## src/rtl/fft_pkg.sv

```systemverilog
// Shared FFT definitions: default sizing, sample word type and bit-reversal helper.
package fft_pkg;

  localparam int unsigned DEF_SAMPLES  = 4;
  localparam int unsigned DEF_WIDTH    = 32;
  localparam int unsigned LOG2_SAMPLES = $clog2(DEF_SAMPLES);

  typedef logic [DEF_WIDTH-1:0] sample_t;

  // Reverses the low 'bits' bits of index; upper result bits are zero.
  function automatic logic [31:0] bit_reverse(input logic [31:0] index, input int unsigned bits);
    logic [31:0] r;
    r = '0;
    for (int unsigned i = 0; i < bits; i++) begin
      r[i] = index[bits-1-i];
    end
    return r;
  endfunction

endpackage

```

## src/rtl/fft_sample_bank.sv

```systemverilog
// One frame of sample registers: single indexed write port, full parallel read.
module fft_sample_bank #(
  parameter int unsigned SAMPLES = 4,
  parameter int unsigned WIDTH   = 32,
  parameter int unsigned AW      = $clog2(SAMPLES)
) (
  input  logic             clk,
  input  logic             rst,
  input  logic             i_we,
  input  logic [AW-1:0]    i_waddr,
  input  logic [WIDTH-1:0] i_wdata,
  output logic [WIDTH-1:0] o_data [SAMPLES-1:0]
);

  logic [WIDTH-1:0] r_mem [SAMPLES-1:0];

  always_ff @(posedge clk or posedge rst) begin
    if (rst) begin
      for (int unsigned i = 0; i < SAMPLES; i++) begin
        r_mem[i] <= '0;
      end
    end else if (i_we) begin
      r_mem[i_waddr] <= i_wdata;
    end
  end

  assign o_data = r_mem;

endmodule

```

## src/rtl/fft_frame_loader.sv

```systemverilog
// Serial-to-frame loader: writes samples bit-reversed into ping-pong banks and
// presents completed frames in order to the FFT stages.
module fft_frame_loader
  import fft_pkg::*;
#(
  parameter int unsigned SAMPLES = DEF_SAMPLES,
  parameter int unsigned WIDTH   = DEF_WIDTH
) (
  input  logic             clk,
  input  logic             rst,
  input  logic [WIDTH-1:0] in_data,
  input  logic             in_valid,
  input  logic             in_last,
  output logic             in_ready,
  output logic [WIDTH-1:0] frame_out [SAMPLES-1:0],
  output logic             frame_valid,
  input  logic             frame_ack,
  output logic             frame_err
);

  localparam int unsigned   AW       = $clog2(SAMPLES);
  localparam logic [AW-1:0] LAST_IDX = AW'(SAMPLES - 1);

  logic [AW-1:0] r_wr_cnt, w_wr_cnt_nxt;
  logic          r_fill_bank, w_fill_bank_nxt;
  logic          r_out_bank, w_out_bank_nxt;
  logic [1:0]    r_full, w_full_nxt;
  logic          r_frame_err, w_frame_err_nxt;

  logic             w_accept;
  logic             w_ack;
  logic             w_last_slot;
  logic [AW-1:0]    w_waddr;
  logic [WIDTH-1:0] w_bank0 [SAMPLES-1:0];
  logic [WIDTH-1:0] w_bank1 [SAMPLES-1:0];

  assign in_ready    = !r_full[r_fill_bank];
  assign frame_valid = r_full[r_out_bank];
  assign frame_err   = r_frame_err;

  assign w_accept    = in_valid && in_ready;
  assign w_ack       = frame_ack && frame_valid;
  assign w_last_slot = (r_wr_cnt == LAST_IDX);
  assign w_waddr     = AW'(bit_reverse(32'(r_wr_cnt), AW));

  // Completion and ack never touch the same bank: a full fill bank blocks accept.
  always_comb begin
    w_wr_cnt_nxt    = r_wr_cnt;
    w_fill_bank_nxt = r_fill_bank;
    w_out_bank_nxt  = r_out_bank;
    w_full_nxt      = r_full;
    w_frame_err_nxt = r_frame_err;
    if (w_accept) begin
      if (w_last_slot) begin
        w_wr_cnt_nxt              = '0;
        w_full_nxt[r_fill_bank]   = 1'b1;
        w_fill_bank_nxt           = !r_fill_bank;
        if (!in_last) begin
          w_frame_err_nxt = 1'b1;
        end
      end else if (in_last) begin
        w_wr_cnt_nxt    = '0;
        w_frame_err_nxt = 1'b1;
      end else begin
        w_wr_cnt_nxt = r_wr_cnt + 1'b1;
      end
    end
    if (w_ack) begin
      w_full_nxt[r_out_bank] = 1'b0;
      w_out_bank_nxt         = !r_out_bank;
    end
  end

  always_ff @(posedge clk or posedge rst) begin
    if (rst) begin
      r_wr_cnt    <= '0;
      r_fill_bank <= 1'b0;
      r_out_bank  <= 1'b0;
      r_full      <= 2'b00;
      r_frame_err <= 1'b0;
    end else begin
      r_wr_cnt    <= w_wr_cnt_nxt;
      r_fill_bank <= w_fill_bank_nxt;
      r_out_bank  <= w_out_bank_nxt;
      r_full      <= w_full_nxt;
      r_frame_err <= w_frame_err_nxt;
    end
  end

  fft_sample_bank #(
    .SAMPLES (SAMPLES),
    .WIDTH   (WIDTH),
    .AW      (AW)
  ) u_bank0 (
    .clk     (clk),
    .rst     (rst),
    .i_we    (w_accept && !r_fill_bank),
    .i_waddr (w_waddr),
    .i_wdata (in_data),
    .o_data  (w_bank0)
  );

  fft_sample_bank #(
    .SAMPLES (SAMPLES),
    .WIDTH   (WIDTH),
    .AW      (AW)
  ) u_bank1 (
    .clk     (clk),
    .rst     (rst),
    .i_we    (w_accept && r_fill_bank),
    .i_waddr (w_waddr),
    .i_wdata (in_data),
    .o_data  (w_bank1)
  );

  always_comb begin
    for (int unsigned i = 0; i < SAMPLES; i++) begin
      frame_out[i] = r_out_bank ? w_bank1[i] : w_bank0[i];
    end
  end

endmodule
```

## config.mk

```make
export PLATFORM = sky130hd
export DESIGN_NAME = fft_frame_loader
export DESIGN_NICKNAME = d
export VERILOG_FILES = /design/src/rtl/fft_pkg.sv /design/src/rtl/fft_sample_bank.sv /design/src/rtl/fft_frame_loader.sv
export SDC_FILE = /design/constraint.sdc
export NUM_CORES = 1
export LEC_CHECK = 0
export CORE_MARGIN = 8
export CORE_UTILIZATION = 59
export DETAILED_ROUTE_END_ITERATION = 8
export HOLD_SLACK_MARGIN = 0.06
export PLACE_DENSITY = 0.95
export SETUP_SLACK_MARGIN = 0.5
export SLEW_MARGIN = 5
export SYNTH_ARGS = -nofsm -noshare
export SYNTH_HDL_FRONTEND = slang
export SYNTH_SLANG_ARGS = --single-unit
```

## constraint.sdc

```tcl
create_clock -name clk -period 20.9 [get_ports clk]
set_input_delay 4.18 -clock clk [delete_from_list [all_inputs] [get_ports clk]]
set_output_delay 4.18 -clock clk [all_outputs]
set_load 0.05 [all_outputs]
```

After elaboration in Yosys (flattened, before gate mapping)

Index checks and enable logic that the tools add are counted.

Bits in registers: 263
Latch bits: 0
Bits in writable memories: 0
ROM bits: 0
Bits of input ports: 37
Output and inout port bits: 131
Logic and storage cells: 62
Memories: 0

Add/sub/neg operators: 1
$mul: 0
Div/mod/pow operators: 0
$lt $le $gt $ge: 6
Equality and inequality tests: 2
Shift operators: 0
Mux-type cells: 24
Bitwise operators: 3
Reduce and logical (&&, ||, !) cells: 13

Operators by type and width:

| cell                | count |
|---|---|
| $bwmux 128          | 2 |
| $mux 32             | 5 |
| $demux 32 s2        | 1 |
| $mux 2              | 5 |
| $mux 1              | 9 |
| $logic_and 1x1->1   | 7 |
| $lt 1x2->1 const B  | 2 |
| $logic_not 1->1     | 3 |
| $lt 2x3->1 const B  | 1 |
| $reduce_and 3->1    | 1 |
| $add 2x1->2 const B | 1 |
| $and 2x2->2         | 1 |
| $demux 1 s1         | 2 |
| $eq 2x2->1 const B  | 1 |
| $ge 1x1->1 const B  | 2 |
| $ge 2x1->1 const B  | 1 |
| $ne 2x2->1 const B  | 1 |
| $not 2->2           | 1 |
| $or 2x2->2          | 1 |
| $reduce_and 2->1    | 1 |
| $reduce_bool 2->1   | 1 |

Logic depth before layout (Yosys ltp)

Gate-level depths: netlist of run 1.

Depth in word-level cells: 9
Mapped depth: 6

By module

A second synthesis of run 1 with hierarchy kept.

Cell total of the unflattened synthesis: 720
Area total of the unflattened synthesis: 11412.2 µm²

Modules (own cells, without submodules):

| module           | instances | cells an instance | area each (µm²) |
|---|---|---|---|
| fft_sample_bank  | 2         | 273               | 4748.3 |
| fft_frame_loader | 1         | 174               | 1915.6 |

Least setup slack after synthesis of run 1

No wires, ideal clock.

Path type: register to output
Start: register r_out_bank
End: output frame_out[100] (netlist name)
Arrival: 1.400 ns
Slack: 15.320 ns
Stages on the path, launching flop included: 5
Cell sequence: dfrtp_1 buf_2 clkbuf_1 buf_2 mux2_2

RTL lines:

| item                     | RTL line               | source |
|---|---|---|
| start: declaration       | fft_frame_loader.sv:26 | `logic r_out_bank, w_out_bank_nxt;` |
| start signal: assignment | fft_frame_loader.sv:84 | `r_out_bank <= w_out_bank_nxt;` |
| end: declaration         | fft_frame_loader.sv:15 | `output logic [WIDTH-1:0] frame_out [SAMPLES-1:0],` |

==> results.md, run 1 <==
- CORE AREA: 0.01933 mm²
- CTS tree: done
- Startpoint class of the critical path: register
- Fin area: 0.01430 mm²
- Root buffer cell: clkbuf_16
- CP Launch Point: r_out_bank
- Hold WS: 0.4841 ns
- Arr. time, crit path: 3.58 ns
- Crit. End Element: output port
- Clock period minus worst slack: 7.759 ns
- Share of cells above drive strength 1: 0.4796
- Vias in the first global route: 7440
- Syn nets: 769
- Cts bufs inserted: 27
- IO Pins: 168
- Mapped Avg Cell Area: 15.87 µm²
- Seq. cell area: 0.006585 mm²
- DRC violations left: 0
- Post-CTS sizing: 0
- Post-synth top area cell: dfrtp_1
- Rows: 51
- Ant diodes: 0
- Die Height: 155.9 µm
- Max Cap Viol: 0
- Area taken by multi-input logic gates: 0.004657 mm²
- Overall Global Routing Usage: 0.2198
- Starting Density: 0.5976
- Full die area: 0.02432 mm²
- Pre-antenna DRT Iters: 6
- Cells after Synth: 728
- Vias/cell: 5.654
- Yosys warning total: 0
- RSZ-0062 raised after global routing: no
- Worst R2R Start: r_wr_cnt[0]
- Antenna violations before repair: 0
- Post-Synthesis Cell Area: 0.01155 mm²
- CP required: 16.72 ns
- Final Util: 0.7395
- Crit path max fanout: 69
- Placed wire-length estimate: 16390 µm
- Drt wl/cell: 22.41 µm
- Largest net degree at the start of global routing: 147
- Initial drt markers: 279
- Final wirelength: 26310 µm
- # fillers: 1196
- Worst Min Path Start: u_bank0.o_data[93]
- Clock tree buffer depth: 3
- Layout area overhead: 23.75%
- Synth area leaders: dfrtp_1 57%, mux2_2 36%, buf_6 1.5%
- Clock latency on the worst-skew pair: 0.53 ns
- CTS clk-pin slew, worst paths: 0.06 ns
- Critical path type: register to output port
- Yosys cell types: 24
- First-pass GRT wire length: 42300 µm
- Placer Congestion: 0.7727
- Antenna Violating Nets Remaining: 0
- Overflow after GRT: 0
- # clock sinks: 263
- Post-CTS Setup Bufs: 0
- Nets@finish: 931
- IO buf count: 167
- H-tree depth: 1
- Hold-fix buffers, CTS: 0
- Max Freq: 128.9 MHz
- Reg2Reg Depth: 6
- Setup TNS: 0 ns
- Seq/Total Area, Yosys: 0.5696
- Layout Skew: 0.01051 ns
- DR vias: 6638
- Yosys top cell area share: 0.5696
- Status: finished, final reports clean
- Area after DPL: 0.01332 mm²
- Crit share post-route: 0.3713
- Hold Path Stages: 1
- Max_slew headroom: 0.3219
- Final hold viol count: 0
- Die Width: 155.9 µm
- Worst slew pin tran: 1.017 ns
- Pins Over Slew Limit: 0
- HP Class: register to register
- FF+latch count, synth: 263
- Final setup violating endpoints: 0
metrics by stage:
step | std cells | setup WS (ns)
floorplan | 728 | 9.480
global placement | 1126 | 13.67
detailed placement | 1126 | 13.68
CTS | 1174 | 13.11
global route | 1174 | 12.99
finish | 1174 | 13.14
flip-flops by register name, indices dropped and copies added (netlist names):
signal	flops
r_out_bank	1
r_full	2
frame_err	1
u_bank0.o_data	128
r_fill_bank	1
r_wr_cnt	2
u_bank1.o_data	128
worst paths after layout:
kind,slack [ns],end
max in group asynchronous,15.13,u_bank0.o_data[89]
worst max register to register,18.30,u_bank0.o_data[60]
worst min-delay path,0.48,u_bank0.o_data[93]
worst max-delay path,13.14,frame_out[122]
worst min register to register,0.48,u_bank0.o_data[93]
min in group asynchronous,4.29,u_bank1.o_data[124]
layer usage:
layer,vias to the layer above,routed length [µm],share of wire,track usage
li1,2950,-,-,-
met1,3476,11400,0.43,0.2892
met2,181,13010,0.49,0.3662
met3,31,1510,0.057,0.04654
met4,0,391,0.015,0.05268
met5,-,0,0,0
layout make-up:
type	instances	area share
well taps	265	0.02319
flip-flops and latches	263	0.4606
repair buffers	175	0.1211
inverters	3	0.001313
multi-input cells	420	0.3257
clock buffers	37	0.05478
clock inverters	11	0.01330
critical path, stage by stage (launching register included):
cell and delay, ns:
dfrtp_4 1.02, buf_4 0.76, mux2_2 0.45, clkdlybuf4s50_1 0.71
synthesized netlist by cell type (all sizes together):
master  instances
a21o            1
a21oi           1
a31oi           1
and2b           1
buf            35
clkbuf          7
dfrtp         263
ha              4
inv             3
mux2          386
mux2i           2
nand2           9
nand2b          2
nand3           4
nor2            1
nor3            5
o21ai           1
o21bai          1
xnor2           1
logic make-up (layout without fill, tap and decap cells):
| family | count (synthesis) | in the layout | share of synthesized area |
|---|---|---|---|
| AND/OR/NAND/NOR | 22 | 22 | 0.01570 |
| XOR/XNOR | 1 | 1 | 0.0007582 |
| flip-flops | 263 | 263 | 0.5696 |
| buffers and inverters | 45 | 226 | 0.02891 |
| multiplexers | 388 | 388 | 0.3780 |
| AO/OA/AOI/OAI | 5 | 5 | 0.002707 |
| adder cells (fa/ha/maj) | 4 | 4 | 0.004332 |
cell usage in the layout, fill, tap and decap left out:
cell type	synthesis	routed
a21o_1	1	1
a21oi_1	1	1
a31oi_1	1	1
and2b_4	1	1
buf_4	11	8
bufinv_16	0	5
clkbuf_1	7	3
clkbuf_16	0	27
clkbuf_8	0	7
clkdlybuf4s50_1	0	167
clkinv_2	0	3
clkinvlp_4	0	1
dfrtp_1	263	262
dfrtp_4	0	1
ha_1	4	4
inv_1	3	2
inv_6	0	2
inv_8	0	1
mux2_1	14	14
mux2_2	372	372
mux2i_1	2	2
nand2_1	9	9
nand2b_1	2	2
nand3_4	4	4
nor2_1	1	1
nor3_1	1	1
nor3_4	1	4
o21ai_0	1	1
o21bai_1	1	1
xnor2_1	1	1
Power of run 1 is not shown: default switching activity piles up to over one toggle a cycle in this logic, so the estimate is an artifact.
==> run 2, diff against run 1 <==
--- a/config.mk
+++ b/config.mk
@@ -6,10 +6,10 @@
 export NUM_CORES = 1
 export LEC_CHECK = 0
 export CORE_MARGIN = 8
-export CORE_UTILIZATION = 59
+export CORE_UTILIZATION = 49
 export DETAILED_ROUTE_END_ITERATION = 8
 export HOLD_SLACK_MARGIN = 0.06
-export PLACE_DENSITY = 0.95
+export PLACE_DENSITY = 0.86
 export SETUP_SLACK_MARGIN = 0.5
 export SLEW_MARGIN = 5
 export SYNTH_ARGS = -nofsm -noshare
==> constraint.sdc (replaced) <==
create_clock -name clk -period 6.48 [get_ports clk]
set_input_delay 1.296 -clock clk [delete_from_list [all_inputs] [get_ports clk]]
set_output_delay 1.296 -clock clk [all_outputs]
set_load 0.05 [all_outputs]
==> run 2 against run 1 <==
  * Clock skew fell by 0.0041 ns
  * Final area barely moved
  * Register-to-register slack got worse by 14 ns
  * Global-route usage fell by 4.1 points
  * Die area rose by 18%
  * Hold slack improved by 0.0038 ns
  * Worst setup slack got worse by 11 ns
  * First-iteration DRC count rose by 29%
  * Largest cell class unchanged
==> results.md, run 2 (same netlist as run 1, synthesis figures left out) <==
- Placer Congestion: 0.7307
- Hold-fix buffers, CTS: 0
- Antenna violations before repair: 0
- Cts bufs inserted: 27
- IO buf count: 167
- Clock period minus worst slack: 4.425 ns
- Overflow after GRT: 0
- Status: finished, final reports clean
- Setup TNS: 0 ns
- HP Class: register to register
- IO Pins: 168
- Overall Global Routing Usage: 0.1790
- Drt wl/cell: 21.10 µm
- Rows: 56
- Area taken by multi-input logic gates: 0.004657 mm²
- CP required: 5.18 ns
- # fillers: 1764
- CTS clk-pin slew, worst paths: 0.06 ns
- Post-CTS Setup Bufs: 0
- Crit share post-route: 0.6829
- Layout area overhead: 23.86%
- DR vias: 6594
- Nets@finish: 931
- Largest net degree at the start of global routing: 102
- Clock tree buffer depth: 3
- Antenna Violating Nets Remaining: 0
- Root buffer cell: clkbuf_16
- Die Height: 169.6 µm
- Max Cap Viol: 0
- Max_slew headroom: 0.3371
- Final wirelength: 25910 µm
- Seq. cell area: 0.006585 mm²
- Pins Over Slew Limit: 0
- CORE AREA: 0.02333 mm²
- Clock latency on the worst-skew pair: 0.52 ns
- Hold WS: 0.4880 ns
- Slowest CP cell: dfrtp_4
- Starting Density: 0.4952
- Most common cell after layout, fill and taps aside: mux2_2
- Crit path max fanout: 68
- Max Freq: 226.0 MHz
- Share of cells above drive strength 1: 0.4796
- Vias in the first global route: 7174
- Worst stage delay on the critical path: 1.02 ns
- Final hold viol count: 0
- Full die area: 0.02875 mm²
- Initial drt markers: 360
- Crit. End Element: output port
- CTS tree: done
- # clock sinks: 263
- Final setup violating endpoints: 0
- First-pass GRT wire length: 40940 µm
- RSZ-0062 raised after global routing: no
- Worst slew pin tran: 0.9922 ns
- Worst-path cell chain: buf_12 -> mux2_2 -> clkdlybuf4s50_1
- Ant diodes: 0
- Layout Skew: 0.006406 ns
- Post-CTS sizing: 0
- Vias/cell: 5.370
- Placed wire-length estimate: 16510 µm
- Area after DPL: 0.01341 mm²
- H-tree depth: 1
- DRC violations left: 0
- Die Width: 169.6 µm
- Startpoint class of the critical path: register
- Highest-count cells in the layout ignoring fill and taps: 372 x mux2_2, 262 x dfrtp_1, 167 x clkdlybuf4s50_1
- Pre-antenna DRT Iters: 4
- WP buf/inv: 2
- Arr. time, crit path: 3.13 ns
- CP delay by family, top: buffers and inverters
- Critical path type: register to output port
- Fin area: 0.01431 mm²
-- run 2: changes by cell type in the layout (fill, tap and decap cells not counted) --
cell        previous run  this run
inv_8                  1         0
inv_6                  2         0
buf_12                 0         2
buf_4                  8         6
clkinvlp_4             1         2
clkbuf_8               7        13
clkinv_4               0         1
bufinv_16              5         0
-- run 2: worst paths after layout --
kind                                    startpoint                  to  depth (start not counted)  slack [ns]
min in group asynchronous                      rst  u_bank1.o_data[29]                          2        1.34
worst max register to register         r_wr_cnt[0]  u_bank0.o_data[49]                          6        3.99
worst max-delay path                    r_out_bank        frame_out[2]                          3        2.05
worst min-delay path            u_bank1.o_data[21]  u_bank1.o_data[21]                          1        0.49
worst min register to register  u_bank1.o_data[21]  u_bank1.o_data[21]                          1        0.49
max in group asynchronous                      rst          r_out_bank                          3        3.71
-- run 2: cell type report --
cell class,instances,area share
flip-flops and latches,263,0.4602
multi-input cells,420,0.3254
repair buffers,175,0.1228
clock buffers,43,0.06051
well taps,319,0.02789
clock inverters,5,0.002186
inverters,3,0.001049
-- run 2: per-layer routing --
layer	GRT usage	part of all wire	up-vias
met2	0.2962	0.48	190
li1	-	-	2939
met1	0.2381	0.44	3434
met5	0	0	-
met3	0.04001	0.065	31
met4	0.03886	0.014	0
-- run 2: stage by stage --
step | instances | setup WS (ns) | utilization
2_1_floorplan | 728 | 1.714 | -
3_3_place_gp | 1180 | 2.552 | 0.5749
3_5_place_dp | 1180 | 2.541 | 0.5749
4_1_cts | 1228 | 1.974 | 0.6133
5_1_grt | 1228 | 1.938 | 0.6133
6_report | 1228 | 2.055 | 0.6133
Power of run 2 is left out for the same reason.
==> run 3, diff against run 2 <==
--- a/config.mk
+++ b/config.mk
@@ -6,10 +6,10 @@
 export NUM_CORES = 1
 export LEC_CHECK = 0
 export CORE_MARGIN = 8
-export CORE_UTILIZATION = 49
+export CORE_UTILIZATION = 55
 export DETAILED_ROUTE_END_ITERATION = 8
 export HOLD_SLACK_MARGIN = 0.06
-export PLACE_DENSITY = 0.86
+export PLACE_DENSITY = 0.91
 export SETUP_SLACK_MARGIN = 0.5
 export SLEW_MARGIN = 5
 export SYNTH_ARGS = -nofsm -noshare
==> constraint.sdc (replaced) <==
create_clock -name clk -period 4.5 [get_ports clk]
set_input_delay 0.9 -clock clk [delete_from_list [all_inputs] [get_ports clk]]
set_output_delay 0.9 -clock clk [all_outputs]
set_load 0.05 [all_outputs]
==> run 3 against run 2 <==
  * Count of clock-buffer cells in the layout fell by 6
  * Sequential share of layout area is 0.18 points lower
  * Critical path depth stayed put
  * Non-clock buffer count is 6 higher
  * Register-to-register slack lost 1.7 ns
  * Flip-flop and latch count did not move
  * Global-route usage rose by 2.6 points
  * Die area down 9.9%
  * Critical path type unchanged
  * Critical endpoint is now frame_out[33]
==> results.md, run 3 (same netlist as run 1, synthesis figures left out) <==
- HP Class: register to register
- Clock latency on the worst-skew pair: 0.53 ns
- IO buf count: 167
- Die Width: 160.9 µm
- Worst R2R Start: r_wr_cnt[0]
- # clock sinks: 263
- Hold Path Stages: 1
- CTS tree: done
- DRC violations left: 0
- CP required: 3.60 ns
- Hold WS: 0.4741 ns
- Critical path type: register to output port
- Antenna Violating Nets Remaining: 0
- RSZ-0062 raised after global routing: no
- Pre-antenna DRT Iters: 6
- Layout area overhead: 24.34%
- Crit share post-route: 0.8477
- Layout Skew: 0.008442 ns
- Status: finished, final reports clean
- DR vias: 6635
- Drt wl/cell: 22.39 µm
- Clock tree buffer depth: 3
- H-tree depth: 1
- Share of cells above drive strength 1: 0.4814
- Ant diodes: 0
- Final setup violating endpoints: 0
- Max Freq: 262.1 MHz
- Crit. End Element: output port
- Placed wire-length estimate: 16740 µm
- CTS clk-pin slew, worst paths: 0.06 ns
- Worst stage delay on the critical path: 0.79 ns
- IO Pins: 168
- Hold Path Sink: frame_err
- Pins Over Slew Limit: 0
- Full die area: 0.02590 mm²
- Vias in the first global route: 7367
- Worst Min Path Start: frame_err
- Worst slew pin tran: 0.9738 ns
- Overflow after GRT: 0
- Overall Global Routing Usage: 0.2052
- Root buffer cell: clkbuf_16
- First-pass GRT wire length: 42660 µm
- Max Cap Viol: 0
- Worst r2r dst: u_bank0.o_data[59]
- Antenna violations before repair: 0
- Nets@finish: 938
- Reg2Reg Setup Slack: 2.29 ns
- Vias/cell: 5.580
- Final hold viol count: 0
- Post-CTS Setup Bufs: 0
- Hold-fix buffers, CTS: 0
- Startpoint class of the critical path: register
- Post-CTS sizing: 0
- Arr. time, crit path: 2.91 ns
- Crit path max fanout: 37
- Slowest CP cell: dfrtp_4
- Rows: 53
- Most common cell after layout, fill and taps aside: mux2_2
- Highest-count cells in the layout ignoring fill and taps: 372 x mux2_2, 262 x dfrtp_1, 167 x clkdlybuf4s50_1
- Worst-path cell chain: buf_4 -> mux2_2 -> clkdlybuf4s50_1
- Final wirelength: 26620 µm
- Max_slew headroom: 0.3494
- Starting Density: 0.5549
- Clock period minus worst slack: 3.815 ns
- Initial drt markers: 278
- Reg2Reg Depth: 6
- Placer Congestion: 0.7302
- Cts bufs inserted: 28
- Setup TNS: 0 ns
- CORE AREA: 0.02082 mm²
- Die Height: 160.9 µm
- Largest net degree at the start of global routing: 89
run 3: changes by cell type in the layout (fill, tap and decap cells not counted):
cell	previous run	this run
clkinvlp_4	2	3
clkbuf_16	27	29
buf_12	2	5
clkinv_4	1	0
buf_4	6	9
clkbuf_8	13	4
clkbuf_1	3	4
bufinv_16	0	3
clkinv_2	3	5
run 3: routing by layer:
layer | vias to the layer above | share of wire | wire [µm] | GRT usage
li1 | 2950 | - | - | -
met1 | 3487 | 0.44 | 11590 | 0.2660
met5 | - | 0 | 0 | 0
met3 | 37 | 0.056 | 1499 | 0.04530
met4 | 0 | 0.016 | 431 | 0.04588
met2 | 161 | 0.49 | 13100 | 0.3466
run 3: worst max path at each step:
stage / start / end / slack [ns] / depth (start not counted)
floorplan: rst / frame_err / 0.13 / 1
global placement: in_valid / u_bank0.o_data[32] / 1.25 / 5
detailed placement: in_valid / u_bank0.o_data[57] / 1.19 / 5
CTS: r_out_bank / frame_out[33] / 0.66 / 3
global route: r_out_bank / frame_out[95] / 0.60 / 3
finish: r_out_bank / frame_out[33] / 0.69 / 3
run 3: cell type report:
type                       count  area, µm²
fill                        1406       6456
tap                          275      344.1
sequential                   263       6585
clock inverter                10      130.1
timing repair buffer         181       1839
clock buffer                  37      795.8
inverter                       3      15.01
multi-input combinational    420       4657
run 3: stage by stage:
stage	utilization	setup WS, ns	cell area [µm²]	instances
finish	0.6899	0.6854	14370	1189
global route	0.6899	0.5984	14370	1189
CTS	0.6899	0.6603	14370	1189
detailed placement	0.6455	1.188	13440	1142
global placement	0.6455	1.254	13440	1142
floorplan	-	0.1305	11560	728
run 3: critical path: cells and delay by family (launching register included):
| kind | cells | cell delay (ns) |
|---|---|---|
| DFF | 1 | 0.79 |
| buffers and inverters | 2 | 1.16 |
| muxes | 1 | 0.41 |
Power of run 3 is left out for the same reason.
